==> src/rtl/fifo_pkt_reader.sv <==
// fifo_pkt_reader: read-side packetizer for one channel FIFO.
// Requests the formatter once a full packet is buffered, then drains
// it as a framed burst.
//
// Ports:
//   clk, rst_n       clock, async active-low reset
//   en               allow new requests (in-flight packet always completes)
//   pkt_len          length code: 0/1/2/3 -> 4/8/16/32 words
//   fifo_margin      free slots in the FIFO (avail = 2^DEPTH - margin)
//   fifo_rd_empty    FIFO empty flag
//   fifo_rd_en       FIFO read enable (data valid one cycle later)
//   fifo_rd_data     registered FIFO read data
//   fmt_req          packet request to the formatter
//   fmt_grant        formatter grant, only honoured while requesting
//   fmt_valid/start/end  framing of the outgoing burst
//   fmt_data         packet word (pass-through of fifo_rd_data)
//   busy             high whenever not idle
module fifo_pkt_reader #(
    parameter int DEPTH = 6,
    parameter int WIDTH = 32
) (
    input  logic             clk,
    input  logic             rst_n,
    input  logic             en,
    input  logic [1:0]       pkt_len,
    input  logic [DEPTH:0]   fifo_margin,
    input  logic             fifo_rd_empty,
    output logic             fifo_rd_en,
    input  logic [WIDTH-1:0] fifo_rd_data,
    output logic             fmt_req,
    input  logic             fmt_grant,
    output logic             fmt_valid,
    output logic             fmt_start,
    output logic             fmt_end,
    output logic [WIDTH-1:0] fmt_data,
    output logic             busy
);

    typedef enum logic [1:0] {
        IDLE,
        REQ,
        SEND,
        DRAIN
    } state_t;

    localparam int MAX_COUNT = 1 << DEPTH;
    localparam logic [DEPTH:0] MAX_W = MAX_COUNT[DEPTH:0];

    state_t       state;
    state_t       state_d;
    logic [5:0]   len_q;
    logic [5:0]   rd_cnt;
    logic [5:0]   len_d;
    logic [DEPTH:0] avail;
    logic         avail_ok;
    logic         load;
    logic         last_rd;

    // Full-scale (64 words) is representable at DEPTH+1 bits.
    assign avail    = MAX_W - fifo_margin;
    assign avail_ok = 32'(avail) >= 32'(len_d);
    assign last_rd  = (rd_cnt == len_q - 6'd1);
    assign fmt_data = fifo_rd_data;

    always_comb begin
        len_d = 6'd4;
        unique case (pkt_len)
            2'd0: len_d = 6'd4;
            2'd1: len_d = 6'd8;
            2'd2: len_d = 6'd16;
            2'd3: len_d = 6'd32;
            default: len_d = 6'd4;
        endcase
    end

    always_comb begin
        state_d    = state;
        fmt_req    = 1'b0;
        fifo_rd_en = 1'b0;
        busy       = 1'b1;
        load       = 1'b0;
        unique case (state)
            IDLE: begin
                busy = 1'b0;
                if (en && avail_ok) begin
                    load    = 1'b1;
                    state_d = REQ;
                end
            end
            REQ: begin
                fmt_req = 1'b1;
                if (fmt_grant) begin
                    state_d = SEND;
                end
            end
            SEND: begin
                fifo_rd_en = 1'b1;
                if (last_rd) begin
                    state_d = DRAIN;
                end
            end
            DRAIN: begin
                state_d = IDLE;
            end
            default: state_d = IDLE;
        endcase
    end

    always_ff @(posedge clk or negedge rst_n) begin
        if (!rst_n) begin
            state <= IDLE;
        end else begin
            state <= state_d;
        end
    end

    always_ff @(posedge clk or negedge rst_n) begin
        if (!rst_n) begin
            len_q  <= '0;
            rd_cnt <= '0;
        end else if (load) begin
            len_q  <= len_d;
            rd_cnt <= '0;
        end else if (fifo_rd_en) begin
            rd_cnt <= rd_cnt + 6'd1;
        end
    end

    // Framing tracks the read issued in the previous cycle, lining up
    // with the FIFO's registered read data.
    always_ff @(posedge clk or negedge rst_n) begin
        if (!rst_n) begin
            fmt_valid <= 1'b0;
            fmt_start <= 1'b0;
            fmt_end   <= 1'b0;
        end else begin
            fmt_valid <= fifo_rd_en;
            fmt_start <= fifo_rd_en && (rd_cnt == 6'd0);
            fmt_end   <= fifo_rd_en && last_rd;
        end
    end

    // Sole reader: reads are only issued against words counted in avail.
    assert property (@(posedge clk) disable iff (!rst_n)
        !(fifo_rd_en && fifo_rd_empty));

endmodule

==> config.mk <==
export PLATFORM = sky130hd
export DESIGN_NAME = fifo_pkt_reader
export DESIGN_NICKNAME = d
export VERILOG_FILES = /design/src/rtl/fifo_pkt_reader.sv
export SDC_FILE = /design/constraint.sdc
export NUM_CORES = 1
export LEC_CHECK = 0
export CELL_PAD_IN_SITES_DETAIL_PLACEMENT = 1
export CELL_PAD_IN_SITES_GLOBAL_PLACEMENT = 2
export CORE_MARGIN = 8
export CORE_UTILIZATION = 19
export DETAILED_ROUTE_END_ITERATION = 16
export MAX_ROUTING_LAYER = met4
export PLACE_DENSITY_LB_ADDON = 0.1
export SLEW_MARGIN = 0
export SYNTH_ARGS = -nofsm -noshare
export SYNTH_HDL_FRONTEND = slang
export SYNTH_SLANG_ARGS = --single-unit
==> constraint.sdc <==
create_clock -name clk -period 2.4 [get_ports clk]
set_input_delay 0.48 -clock clk [delete_from_list [all_inputs] [get_ports clk]]
set_output_delay 0.48 -clock clk [all_outputs]
set_load 0.05 [all_outputs]
==> flow_metrics.tcl, run 1 <==
set metrics [dict create \
    status "finished, violations left" \
    violations "negative setup slack" \
    cts-root-buf "clkbuf_8" \
    synth_seq_cells 15 \
    utilization_pct 23.74 \
    synth_edf_count 0 \
    fin_skew_ns 0.006514 \
    startpoint "fifo_margin[0]" \
    syn-num-nets 185 \
    power_leakage_nw 0.6696 \
    drt-pass1-iter-count 4 \
    die_area_sq_mm 0.009351 \
    place_congestion 0.6410 \
    worst_slew_pin_slew_ns 0.7306 \
    die_h_um 96.70 \
    rr_worst_depth 7 \
    std_cell_rows 29 \
    end_kind "flip-flop" \
    synth_cell_type_count 29 \
    synthFlopType "dfrtp_1" \
    hold_violations 0 \
    htreeDepth 1 \
    grt_start_max_net_pins 16 \
    critPathRequiredTime_ns 2.54 \
    worstSkewPairLatency_ns 0.26 \
    postSynthCellCount 128 \
    clkSinkCount 15 \
    worstPathArrival_ns 2.56 \
    initial_core_util_pct 19.60 \
    rsz0062_at_grt "yes" \
    hold_start "rd_cnt[4]$_DFFE_PN0P_" \
    whs_ns 0.5144 \
    drc 0 \
    syn_avg_cell_area_sq_um 9.667 \
    drtIter0Drc 2 \
    reg2reg_from "len_q[2]$_DFFE_PN0N_" \
    syn_area_sq_mm 0.001237 \
    slew_violations 0 \
    fin_ws_ns -0.02423 \
    antenna_found_initial 0 \
    dpl.cell_count 204 \
    critPathKind "in2reg" \
    grt_usage_pct 6.775 \
    hold_buffers 0 \
    yosys_warnings 0 \
    routed_wl_um 2943 \
    power.density_mw_per_mm2 999.8 \
    instances_no_fill 210 \
    synthArstFlopShare_pct 100.0 \
    port_buffers 18 \
    fmax_ghz 0.4125 \
    yosys-top-cells-count "32 x buf_4, 15 x dfrtp_1, 12 x inv_1, 11 x ha_1, 11 x nor2_1" \
    setup_viol 4 \
    grt_pass1_vias 972 \
    fin_nets 191 \
    seq_area_frac_synth_pct 30.33 \
    fp.dieW_um 96.70 \
    clk_path_buf_depth 2 \
    fin_crit_ns 2.424 \
    io_pins 84 \
    grt_overflow 0 \
    grt_pass1_wl_um 5112 \
    vias_per_cell 4.071 \
    critPathMaxFanout 3 \
    num_vias 855 \
    worstHoldPathCells 1 \
    hold_path_class "reg2reg" \
    ant_nets 0 \
    critPathLaunchType "primary input" \
    fin_crit_sh_pct 101.0 \
    wire_per_inst_um 14.01 \
    drive_gt1_share_pct 30.08 \
    area_growth_pct 21.13 \
    yosysMostFrequentCell "buf_4" \
    cts_buffers 3 \
    clk_pin_slew_worst_paths_ns 0.07 \
    dp.final_hpwl_um 2466 \
    slew_headroom_pct 51.14 \
    coreArea_sq_mm 0.006314 \
    yosys-top-cells-area "dfrtp_1 30%, buf_4 19%, ha_1 11%" \
    drv_cap 0 \
    yosysTopAreaCellShare_pct 30.33 \
    synth_top_cell_by_area "dfrtp_1" \
    diodes 0 \
    ir_drop_uv 291.7 \
    cts_tree "yes" \
]
path summary, 6_finish.rpt:
kind	end	slack (ns)
max	len_q[2]$_DFFE_PN0N_	-0.02
min	fmt_start$_DFF_PN0_	0.51
max reg2reg	state[1]$_DFFE_PN0P_	0.37
min reg2reg	fmt_start$_DFF_PN0_	0.51
max in group asynchronous	rd_cnt[3]$_DFFE_PN0P_	1.28
min in group asynchronous	fmt_start$_DFF_PN0_	0.66
flip-flops by register name, indices dropped and copies added, names as in the netlist:
| name | count |
|---|---|
| fmt_valid | 1 |
| fmt_start | 1 |
| state | 2 |
| len_q | 4 |
| rd_cnt | 6 |
| fmt_end | 1 |
stage by stage:
step	setup slack [ns]	power, mW	setup TNS [ns]	cell area [sq um]
after global routing	-0.1150	1.636	-0.7448	1499
after global placement	-0.6419	1.257	-6.853	1395
after detailed placement	-0.6875	1.273	-7.172	1395
final	-0.02423	1.499	-0.04694	1499
after CTS	-0.04535	1.536	-0.1401	1476
after floorplan	-0.1926	1.144	-0.4081	1266
what timing repair did:
action,4_1_cts,5_1_grt
pin swaps,8,2
setup endpoints to repair,12,12
gates resized for setup,23,4
buffers inserted,2,0
per-layer routing:
| layer | wire length [um] | vias to the layer above | GRT usage (%) |
|---|---|---|---|
| met4 | 74 | 0 | 3.432 |
| met3 | 265 | 15 | 2.987 |
| met1 | 1254 | 395 | 7.504 |
| met2 | 1348 | 44 | 10.10 |
| met5 | 0 | - | - |
| li1 | - | 401 | - |
power breakdown:
group / switching (mW) / internal (mW) / total, mW
Combinational: 0.447 / 0.401 / 0.848
Clock: 0.0989 / 0.115 / 0.214
Sequential: 0.0896 / 0.347 / 0.436
Total: 0.636 / 0.863 / 1.50
placed cells by master (no fill, tap or decap), drive strengths merged, types with 3 or more instances in the layout:
master	instances
inv	12
nor2	11
ha	11
nor3	4
buf	22
mux2i	5
xor2	7
nand2	3
clkdlybuf4s50	11
clkbuf	3
dfrtp	15
xnor2	6
critical path, stage by stage:
cell	delay [ns]
buf_6	0.09
or4_4	0.56
xor2_1	0.17
ha_2	0.33
o21ai_2	0.06
o311ai_4	0.28
o211a_1	0.28
mux2_4	0.31
final cells by class:
class | count | area (sq um)
Multi-Input combinational cell | 67 | 633.1
Tap cell | 77 | 96.34
Sequential cell | 15 | 375.4
Clock inverter | 1 | 5.005
Fill cell | 754 | 4815
Clock buffer | 3 | 41.29
Timing Repair Buffer | 35 | 302.8
Inverter | 12 | 45.04
kinds of logic after synthesis:
family / Yosys count / share of synthesized area (%)
buffers and inverters: 46 / 24.27
AO/OA/AOI/OAI: 8 / 5.865
AND/OR/NAND/NOR: 27 / 11.22
adder cells (fa/ha/maj): 11 / 11.12
flip-flops: 15 / 30.33
XOR/XNOR: 14 / 11.02
multiplexers: 7 / 6.168
(Power assumes the default switching activity.)
==> inputs of run 2 (changes only) <==
Settings changed: CTS_CLUSTER_SIZE from default to 25.
==> results of run 2 <==
No change in the layout: final DEF, timing and power equal those of run 1.
